File: src/rtl/bcd_cnt_scan_pkg.sv
// bcd_cnt_scan_pkg: shared BCD digit type, limits and scanner state for bcd_cnt_scan
package bcd_cnt_scan_pkg;
  typedef logic [3:0] bcd_t;
  localparam bcd_t BCD_MAX = 4'd9;
  typedef enum logic {IDLE, SEND} scan_state_t;
  function automatic logic is_bcd(bcd_t d);
    return d <= BCD_MAX;
  endfunction
endpackage

File: src/rtl/bcd_cnt_scan_if.sv
// bcd_cnt_scan_if: digit stream handshake from the scanner to the BCD-to-Excess-3 stage
interface bcd_cnt_scan_if;
  logic [3:0] bcd_o4;
  logic [2:0] dig_idx_o;
  logic       vld_o;
  logic       rdy_i;
  logic       done_o;
  modport master (output bcd_o4, dig_idx_o, vld_o, done_o, input rdy_i);
  modport slave (input bcd_o4, dig_idx_o, vld_o, done_o, output rdy_i);
endinterface

File: src/rtl/bcd_digit_step.sv
// bcd_digit_step: one BCD digit +/-1 when ci is set, co flags wrap (9->0 up, 0->9 down)
module bcd_digit_step
  import bcd_cnt_scan_pkg::*;
(
  input  bcd_t d,
  input  logic up,
  input  logic ci,
  output bcd_t q,
  output logic co
);
  logic edge_val;
  assign edge_val = up ? (d == BCD_MAX) : (d == 4'd0);
  assign co = ci & edge_val;
  assign q = !ci ? d : edge_val ? (up ? 4'd0 : BCD_MAX) : up ? d + 4'd1 : d - 4'd1;
endmodule

File: src/rtl/bcd_cnt_scan.sv
// bcd_cnt_scan: NUM_DIGITS BCD counter with checked load and MSD-first digit scanner
// Define BCD_CNT_DOWN_EN to add up_i and decimal down-counting.
module bcd_cnt_scan
  import bcd_cnt_scan_pkg::*;
#(
  parameter int NUM_DIGITS = 4
) (
  input  logic                    clk_i,
  input  logic                    rst_ni,
  input  logic                    en_i,
`ifdef BCD_CNT_DOWN_EN
  input  logic                    up_i,
`endif
  input  logic                    ld_i,
  input  logic [4*NUM_DIGITS-1:0] ld_bcd_i,
  output logic [4*NUM_DIGITS-1:0] cnt_o,
  output logic                    carry_o,
  output logic                    ld_err_o,
  input  logic                    scan_req_i,
  bcd_cnt_scan_if.master          scan
);
  logic                    up;
  logic [NUM_DIGITS:0]     c;
  logic [4*NUM_DIGITS-1:0] cnt_n;
  logic                    ld_ok;
  scan_state_t             state, state_n;
  logic [2:0]              idx, idx_n;
  logic [4*NUM_DIGITS-1:0] snap, snap_n, snap_sh;
`ifdef BCD_CNT_DOWN_EN
  assign up = up_i;
`else
  assign up = 1'b1;
`endif
  assign c[0] = en_i;
  for (genvar i = 0; i < NUM_DIGITS; i++) begin : g_dig
    bcd_digit_step u_step (
      .d  (cnt_o[4*i+:4]),
      .up (up),
      .ci (c[i]),
      .q  (cnt_n[4*i+:4]),
      .co (c[i+1])
    );
  end
  always_comb begin
    ld_ok = 1'b1;
    for (int k = 0; k < NUM_DIGITS; k++) ld_ok = ld_ok & is_bcd(ld_bcd_i[4*k+:4]);
  end
  // A load cycle, accepted or not, never steps the count nor raises carry.
  always_ff @(posedge clk_i or negedge rst_ni)
    if (!rst_ni) begin
      cnt_o    <= '0;
      carry_o  <= 1'b0;
      ld_err_o <= 1'b0;
    end else begin
      carry_o  <= !ld_i && c[NUM_DIGITS];
      ld_err_o <= ld_i && !ld_ok;
      cnt_o    <= ld_i ? (ld_ok ? ld_bcd_i : cnt_o) : cnt_n;
    end
  always_ff @(posedge clk_i or negedge rst_ni)
    if (!rst_ni) begin
      state <= IDLE;
      idx   <= '0;
      snap  <= '0;
    end else begin
      state <= state_n;
      idx   <= idx_n;
      snap  <= snap_n;
    end
  always_comb begin
    state_n = state;
    idx_n   = idx;
    snap_n  = snap;
    if (state == IDLE) begin
      state_n = scan_req_i ? SEND : IDLE;
      idx_n   = scan_req_i ? 3'(NUM_DIGITS - 1) : idx;
      snap_n  = scan_req_i ? cnt_o : snap;
    end else if (scan.rdy_i) begin
      state_n = (idx == 3'd0) ? IDLE : SEND;
      idx_n   = (idx == 3'd0) ? 3'd0 : idx - 3'd1;
    end
  end
  assign snap_sh        = snap >> {idx, 2'b00};
  assign scan.vld_o     = (state == SEND);
  assign scan.bcd_o4    = scan.vld_o ? snap_sh[3:0] : 4'd0;
  assign scan.dig_idx_o = scan.vld_o ? idx : 3'd0;
  assign scan.done_o    = scan.vld_o && scan.rdy_i && (idx == 3'd0);
endmodule

File: src/flat_wrapper.sv
// flat-port wrapper written by rule: the top's interface ports become plain ports
module bcd_cnt_scan_flat import bcd_cnt_scan_pkg::*;
#(
  parameter int NUM_DIGITS = 4
)
  (clk_i, rst_ni, en_i, ld_i, ld_bcd_i, cnt_o, carry_o, ld_err_o, scan_req_i, scan_bcd_o4, scan_dig_idx_o, scan_vld_o, scan_done_o, scan_rdy_i);
  bcd_cnt_scan_if scan_i ();
  input  logic clk_i;
  input  logic rst_ni;
  input  logic en_i;
  input  logic ld_i;
  input  logic [4*NUM_DIGITS-1:0] ld_bcd_i;
  output logic [4*NUM_DIGITS-1:0] cnt_o;
  output logic carry_o;
  output logic ld_err_o;
  input  logic scan_req_i;
  output wire logic [$bits(scan_i.bcd_o4)-1:0] scan_bcd_o4;
  output wire logic [$bits(scan_i.dig_idx_o)-1:0] scan_dig_idx_o;
  output wire logic [$bits(scan_i.vld_o)-1:0] scan_vld_o;
  output wire logic [$bits(scan_i.done_o)-1:0] scan_done_o;
  input wire logic [$bits(scan_i.rdy_i)-1:0] scan_rdy_i;
  assign scan_bcd_o4 = scan_i.bcd_o4;
  assign scan_dig_idx_o = scan_i.dig_idx_o;
  assign scan_vld_o = scan_i.vld_o;
  assign scan_done_o = scan_i.done_o;
  assign scan_i.rdy_i = scan_rdy_i;
  bcd_cnt_scan #(.NUM_DIGITS(NUM_DIGITS)) u_core (.clk_i(clk_i), .rst_ni(rst_ni), .en_i(en_i), .ld_i(ld_i), .ld_bcd_i(ld_bcd_i), .cnt_o(cnt_o), .carry_o(carry_o), .ld_err_o(ld_err_o), .scan_req_i(scan_req_i), .scan(scan_i));
endmodule
File: config.mk
export PLATFORM = sky130hd
export DESIGN_NAME = bcd_cnt_scan_flat
export DESIGN_NICKNAME = d
export VERILOG_FILES = /design/src/rtl/bcd_cnt_scan_pkg.sv /design/src/rtl/bcd_cnt_scan_if.sv /design/src/rtl/bcd_digit_step.sv /design/src/rtl/bcd_cnt_scan.sv /design/src/flat_wrapper.sv
export SDC_FILE = /design/constraint.sdc
export NUM_CORES = 1
export LEC_CHECK = 0
export BUFFER_PORTS_ARGS = -buffer_cell sky130_fd_sc_hd__buf_2
export CAP_MARGIN = 10
export CORE_MARGIN = 2
export CORE_UTILIZATION = 50
export DETAILED_ROUTE_END_ITERATION = 6
export HOLD_SLACK_MARGIN = 0.12
export PLACE_DENSITY = 0.78
export SLEW_MARGIN = 30
export SYNTH_ARGS = -nofsm -noshare
export SYNTH_HDL_FRONTEND = slang
export SYNTH_HIERARCHICAL = 1
export SYNTH_SLANG_ARGS = --single-unit
File: constraint.sdc
create_clock -name clk_i -period 2.6 [get_ports clk_i]
set_input_delay 0 -clock clk_i [delete_from_list [all_inputs] [get_ports clk_i]]
set_output_delay 0 -clock clk_i [all_outputs]
set_load 0.02 [all_outputs]
==> results of run 1 <==
state kept, by name (all words and copies together), names as in the netlist:
name	flops
u_core/ld_err_o	1
u_core/snap	16
u_core/carry_o	1
u_core/idx	3
u_core/scan.vld_o	1
u_core/cnt_o	16
through the flow:
stage	instances	power [W]
6_report	461	0.003077
5_1_grt	461	0.003293
4_1_cts	461	0.003072
3_5_place_dp	434	0.002616
3_3_place_gp	434	0.002567
2_1_floorplan	324	0.002190
placed cells by master (no fill, tap or decap), types with 6 or more instances in the layout:
cell	netlist	routed
o221ai_2	10	10
xnor2_1	8	8
a21oi_2	8	8
inv_1	25	25
buf_2	1	48
nand2_1	23	23
nor2_1	15	15
and2_1	24	24
buf_4	0	7
a21oi_1	6	6
o221ai_1	6	6
clkbuf_8	0	6
nor2b_1	7	7
nand3_1	12	12
conb_1	1	28
ha_1	8	8
mux2_1	16	16
o41ai_1	16	16
dlygate4sd3_1	0	19
dfrtp_1	38	38
critical path, delay by kind of cell, from the launching register on:
family / cells / cell delay, ns
buf+inv: 1 / 0.09
flops: 1 / 0.46
compound gates: 6 / 0.76
simple gates: 6 / 0.83
area by class of cell:
| class | count | area share (%) |
|---|---|---|
| clock buffer | 7 | 2.406 |
| multi-input combinational | 241 | 52.27 |
| inverter | 25 | 2.615 |
| clock inverter | 1 | 0.1395 |
| tap | 75 | 2.615 |
| sequential | 38 | 26.50 |
| timing repair buffer | 74 | 13.46 |
layer usage:
| metal | global-route usage [%] | share of wire [%] | vias up |
|---|---|---|---|
| met5 | 0 | 0 | - |
| met4 | 6.271 | 1.2 | 0 |
| met3 | 3.556 | 4.0 | 10 |
| met2 | 38.84 | 50 | 65 |
| met1 | 30.55 | 45 | 1201 |
| li1 | - | - | 1227 |
report_power, final:
group          switching (W)  internal [W]
registers           0.000296      0.000803
clock network       0.000217      0.000214
logic               0.000819      0.000728
path summary, 6_finish.rpt:
| check | to | slack, ns | startpoint | cells past startpoint |
|---|---|---|---|---|
| max in group asynchronous | u_core/carry_o$_DFF_PN0_ | 1.72 | rst_ni | 2 |
| worst max register to register | u_core/cnt_o[15]$_DFFE_PN0P_ | 0.33 | u_core/cnt_o[1]$_DFFE_PN0P_ | 13 |
| worst min register to register | u_core/snap[15]$_DFFE_PN0P_ | 0.49 | u_core/snap[15]$_DFFE_PN0P_ | 1 |
| min in group asynchronous | u_core/scan.vld_o$_DFF_PN0_ | 0.35 | rst_ni | 2 |
| worst max-delay path | u_core/cnt_o[15]$_DFFE_PN0P_ | 0.33 | u_core/cnt_o[1]$_DFFE_PN0P_ | 13 |
| worst min-delay path | u_core/cnt_o[2]$_DFFE_PN0P_ | 0.18 | en_i | 4 |
what timing repair did:
item                      in CTS  in global routing
resized for setup              0                  0
hold endpoints to repair      57                  0
hold buffers                  19                  0
kinds of logic (layout without fill, tap and decap cells):
logic type      after synthesis  count (layout)  share of synthesized area [%]
flops                        38              38                          32.16
mux                          24              24                          10.50
buf+inv                      45             107                          7.829
fa+ha+maj                    12              12                          6.094
xor+xnor                     12              12                          3.555
compound gates               72              72                          23.19
simple gates                 93              93                          16.55
other cells                   1              28                         0.1268
==> run_results.csv, run 1 <==
group,metric,value,unit
setup_path,cp-end-kind,"flop",
synthesis,seq_area_frac_synth,32.16,%
clock_tree,clockBufferDepth,2,
timing,hold_viol,0,
die,initial_core_util,50.84,%
final_layout,fill_cells,506,
synthesis,post_synth.cell_area_avg,9.955,um2
die,die_area,0.006544,mm2
placed_design,dpl_cell_area,0.003307,mm2
final_layout,final_util,61.70,%
synthesis,yosys_warnings,6,
drt,drc,0,
global_route,grt_usage,22.93,%
timing,setup_tns,0,ns
clock_tree,h-tree-depth,2,
die,num_rows,28,
clock_tree,cts_root_buf,"clkbuf_8",
global_route,grt_pass1_vias,2477,
timing,final.period_utilization,87.12,%
timing,fin_crit,2.265,ns
final_layout,antennaDiodeCount,0,
synthesis,yosysTopAreaCellShare,32.16,%
drt,drt_first_pass_iters,4,
drt,vias,2503,
synthesis,synth_top_flop_cell,"dfrtp_1",
placed_design,io_buffers,48,
clock_tree,post_cts_buffers,0,
pwr,ir_worst_vdd,581.2,uV
clock_tree,clk_latency,0.29,ns
status,status,"complete, no violations",
setup_path,crit_type,"reg -> reg",
clock_tree,cts_tree,"yes",
timing,rsz0062_at_grt,"no",
drt,antenna_left,0,
timing,max_slew_margin,43.55,%
placed_design,place.gp.congestion,0.8600,
final_layout,drive_gt1_share,25.13,%
flow_run,cap_violations,0,
setup_path,cp_max_fo,7,
setup_path,critPathArrivalTime,2.41,ns
die,ioPinCount,49,
synthesis,async_reset_ff_share,100.0,%
setup_path,crit_chain,"nor2_1 -> nand2_1 -> a21oi_2 -> nand2_1 -> a21oi_2 -> nand2_1 -> a21oi_2 -> and2_1 -> nand3_1 -> o31ai_2 -> a221oi_2 -> inv_1 -> o221ai_2",
synthesis,yosysMostFrequentCell,"dfrtp_1",
synthesis,synth_common_cells,"dfrtp_1 (38), inv_1 (25), and2_1 (24), nand2_1 (23)",
timing,hold_slack,0.1804,ns
die,die_width,80.90,um
setup_path,worst_setup_path_start_kind,"flop",
timing,setup_viol,0,
final_layout,multi_input_area,0.001876,mm2
synthesis,syn-cell-area,0.002957,mm2
hold_path,worstHoldPathType,"in -> reg",
clock_tree,cts_buffers,5,
placed_design,hpwlAfterDp,4929,um
pwr,powerDensity,857.5,mW/mm2
final_layout,area_growth,21.37,%
timing,drv_slew,0,
synthesis,synthTopCellsByArea,"dfrtp_1 (32%), mux2_1 (6.1%), and2_1 (5.1%)",
timing,max_freq,441.5,MHz
global_route,antenna_found_initial,0,
die,die_h,80.90,um
die,coreArea,0.005816,mm2
synthesis,synth_top_cell_by_area,"dfrtp_1",
clock_tree,clk_pin_slew_worst_paths,0.08,ns
global_route,grt_pass1_wl,11740,um
synthesis,syn-instance-count,297,
drt,wl,7034,um
clock_tree,cts_sinks,38,
final_layout,final_area,0.003588,mm2
synthesis,synth_edf_count,0,
drt,routed_via_density,5.430,
timing,worst_pin_slew,0.8468,ns
final_layout,regArea,950.9,um2
global_route,gr-total-overflow,0,
final_layout,nets,419,
setup_path,slowest_stage,"dfrtp_1",
setup_path,cpPeakStageDelay,0.46,ns
placed_design,pre_cts_slack,0.4010,ns
setup_path,critPathRequiredTime,2.75,ns
timing,fin_skew,0.004610,ns
global_route,grt_max_degree,51,
timing,setup_ws,0.3348,ns
drt,drt_iter0_drc,120,
synthesis,synth_cell_type_count,38,
synthesis,ys_ff_latch,38,
pwr,leakage,1.659,nW
drt,wl_per_cell,15.26,um
Power figures use the tool's default switching activity.
==> inputs of run 2 (changes only) <==
--- a/config.mk
+++ b/config.mk
@@ -5,6 +5,7 @@
 export SDC_FILE = /design/constraint.sdc
 export NUM_CORES = 1
 export LEC_CHECK = 0
+export ABC_AREA = 1
 export BUFFER_PORTS_ARGS = -buffer_cell sky130_fd_sc_hd__buf_2
 export CAP_MARGIN = 10
 export CORE_MARGIN = 2
==> run 2 against run 1 <==
Against the previous run: clock skew fell by 0.0011 ns; synthesized cell count rose by 33%; largest power group unchanged; sequential cell count did not move; final cell count rose by 18%; sequential share of layout area rose by 0.98 points; global-route usage rose by 0.29 points; core utilization rose by 1.5 points; combinational power fell by 23%; critical path depth rose by 2; fmax fell by 4.3%.
==> run_results.csv, run 2 <==
group,metric,value,unit
final_layout,reg_top3,"u_core/cnt_o: 16 flops, u_core/snap: 16 flops, u_core/idx: 3 flops",
final_layout,nets,505,
synthesis,synthMuxAreaShare,6.372,%
placed_design,pre_cts_slack,0.2210,ns
clock_tree,cts_sinks,38,
timing,rsz0062_at_grt,"no",
timing,fin_skew,0.003549,ns
synthesis,synth_top_family_by_area,"simple AND/OR/NAND/NOR gates",
final_layout,area_growth,22.39,%
pwr,powerDensity,768.6,mW/mm2
drt,drc,0,
final_layout,final_cells,544,
setup_path,rr_worst_depth,15,
final_layout,fill_cells,488,
timing,setup_tns,0,ns
synthesis,synth_common_cells,"nand2_1 (125), inv_1 (48), nor2_1 (44), dfrtp_1 (38), nand3_1 (22)",
timing,max_freq,422.6,MHz
setup_path,cp_max_fo,8,
synthesis,seq_area_frac_synth,33.63,%
placed_design,dpl_cell_area,0.003127,mm2
setup_path,startpoint,"u_core/cnt_o[1]$_DFFE_PN0P_",
synthesis,synthAdderAreaFrac,6.372,%
synthesis,synth_cell_type_count,27,
final_layout,final_cell_mix,"nand2_1 (125), buf_2 (48), inv_1 (47)",
setup_path,worst_setup_path_start_kind,"flop",
global_route,grt_use_met2,39.92,%
drt,drt_first_pass_iters,6,
die,num_rows,27,
die,die_area,0.006273,mm2
synthesis,synth_xor_area_share,1.549,%
placed_design,dp.cells,515,
clock_tree,cts_tree,"yes",
placed_design,io_buffers,48,
synthesis,yosys.area_share.simple,33.63,%
synthesis,synth_top_cell_by_area,"dfrtp_1",
synthesis,async_reset_ff_share,100.0,%
timing,fin_crit,2.367,ns
die,coreArea,0.005473,mm2
global_route,grt_pass1_wl,11610,um
status,status,"complete, no violations",
drt,antenna_left,0,
synthesis,yosys_warnings,6,
synthesis,synth_top_flop_cell,"dfrtp_1",
pwr,leakage,1.997,nW
synthesis,yosysTopAreaCellShare,33.63,%
clock_tree,clk_pin_slew_worst_paths,0.07,ns
setup_path,r2r-end,"u_core/cnt_o[15]$_DFFE_PN0P_",
final_layout,drive_gt1_share,22.67,%
setup_path,critPathArrivalTime,2.55,ns
timing,setup_ws,0.2334,ns
final_layout,antennaDiodeCount,0,
final_layout,regArea,950.9,um2
synthesis,post_synth.cell_area_avg,7.159,um2
drt,wl_per_cell,12.57,um
placed_design,hpwlAfterDp,4672,um
setup_path,crit_path_end,"u_core/cnt_o[15]$_DFFE_PN0P_",
hold_path,worstHoldPathType,"in -> reg",
global_route,antenna_found_initial,0,
drt,drt_iter0_drc,191,
clock_tree,h-tree-depth,2,
flow_run,cap_violations,0,
synthesis,syn-instance-count,395,
setup_path,r2r-start,"u_core/cnt_o[1]$_DFFE_PN0P_",
setup_path,critPathRequiredTime,2.79,ns
global_route,gr-total-overflow,0,
clock_tree,post_cts_buffers,0,
global_route,gr-usage-met1,30.59,%
timing,final.period_utilization,91.02,%
final_layout,multi_input_area,0.001624,mm2
global_route,grt_usage,23.21,%
timing,drv_slew,0,
drt,routed_via_density,4.956,
synthesis,synth_edf_count,0,
clock_tree,cts_root_buf,"clkbuf_8",
synthesis,yosysMostFrequentCell,"nand2_1",
global_route,top_usage_layer,"met2",
timing,max_slew_margin,52.36,%
die,die_h,79.20,um
timing,hold_viol,0,
final_layout,final_area,0.003461,mm2
clock_tree,clockBufferDepth,2,
synthesis,syn-cell-area,0.002828,mm2
clock_tree,clk_latency,0.29,ns
global_route,grtUsageMet3,4.318,%
clock_tree,cts_buffers,5,
final_layout,final_common_cell,"nand2_1",
global_route,grt_pass1_vias,2570,
synthesis,synthTopCellsByArea,"dfrtp_1 (34%), nand2_1 (17%), inv_1 (6.4%)",
drt,wl,6839,um
die,initial_core_util,51.67,%
placed_design,place.gp.congestion,0.8682,
global_route,grt_max_degree,39,
setup_path,cp-end-kind,"flop",
timing,worst_pin_slew,0.7146,ns
synthesis,synth_compound_area_share,7.920,%
drt,vias,2696,
setup_path,crit_type,"reg -> reg",
die,ioPinCount,49,
timing,setup_viol,0,
die,die_width,79.20,um
synthesis,ys_ff_latch,38,
pwr,ir_worst_vdd,411.6,uV
setup_path,rrSetupSlack,0.23,ns
## run 2: worst min-delay path by stage
stage                                              to  slack, ns  startpoint  cells past startpoint
after global placement    u_core/scan.vld_o$_DFF_PN0_       0.16      rst_ni                      1
after global routing        u_core/idx[2]$_DFFE_PN0P_       0.25  scan_rdy_i                      6
after detailed placement    u_core/idx[2]$_DFFE_PN0P_       0.15      rst_ni                      1
after CTS                   u_core/idx[2]$_DFFE_PN0P_       0.16  scan_rdy_i                      6
final                       u_core/idx[2]$_DFFE_PN0P_       0.17  scan_rdy_i                      6
after floorplan              u_core/carry_o$_DFF_PN0_      -0.30      rst_ni                      0
## run 2: metrics by stage
step	utilization (%)	hold slack (ns)	total power, W
4_1_cts	62.62	0.1644	0.002649
2_1_floorplan	-	-0.2956	0.001800
6_report	63.24	0.1736	0.002660
3_3_place_gp	57.13	0.1587	0.002092
5_1_grt	63.24	0.2512	0.002877
3_5_place_dp	57.13	0.1525	0.002132
## run 2: layout make-up
cell class	count	share of cell area, %
sequential	38	27.48
multi-input combinational	301	46.93
tap	72	2.603
clock buffer	8	3.182
inverter	53	5.857
timing repair buffer	72	13.96
## run 2: critical path, stage by stage (launching register included)
cell and delay [ns]:
dfrtp_1 0.47, nor2_2 0.18, nand3_2 0.12, nand2_2 0.09, nand2_2 0.07, inv_1 0.20, nand2_2 0.12, clkinvlp_4 0.15
nand2_2 0.08, inv_1 0.19, nand2_1 0.09, inv_1 0.07, a21oi_2 0.05, mux2_2 0.25, nand2_1 0.06, nand2_1 0.05
## run 2: where the power goes
part / switching (W) / internal, W
Combinational: 0.000728 / 0.000467
Sequential: 0.000209 / 0.000772
Clock: 0.000216 / 0.000268
## run 2: repair_timing
item | 4_1_cts | 5_1_grt
endpoints found under the hold margin | 55 | 9
setup endpoints to repair | 0 | 2
hold buffers | 19 | 1
resized for setup | 0 | 1
## run 2: cell families (layout without fill, tap and decap cells)
group	count (synthesis)	after routing
AND/OR/NAND/NOR	219	219
buffers and inverters	67	133
flip-flops	38	38
AO/OA/AOI/OAI	37	37
multiplexers	16	16
adder cells (fa/ha/maj)	12	12
XOR/XNOR	5	5
other	1	12
## run 2: routing by layer
metal	share of wire, %	vias to the layer above
met3	3.8	6
met1	46	1261
met2	50	62
met5	0	-
li1	-	1367
met4	0.76	0
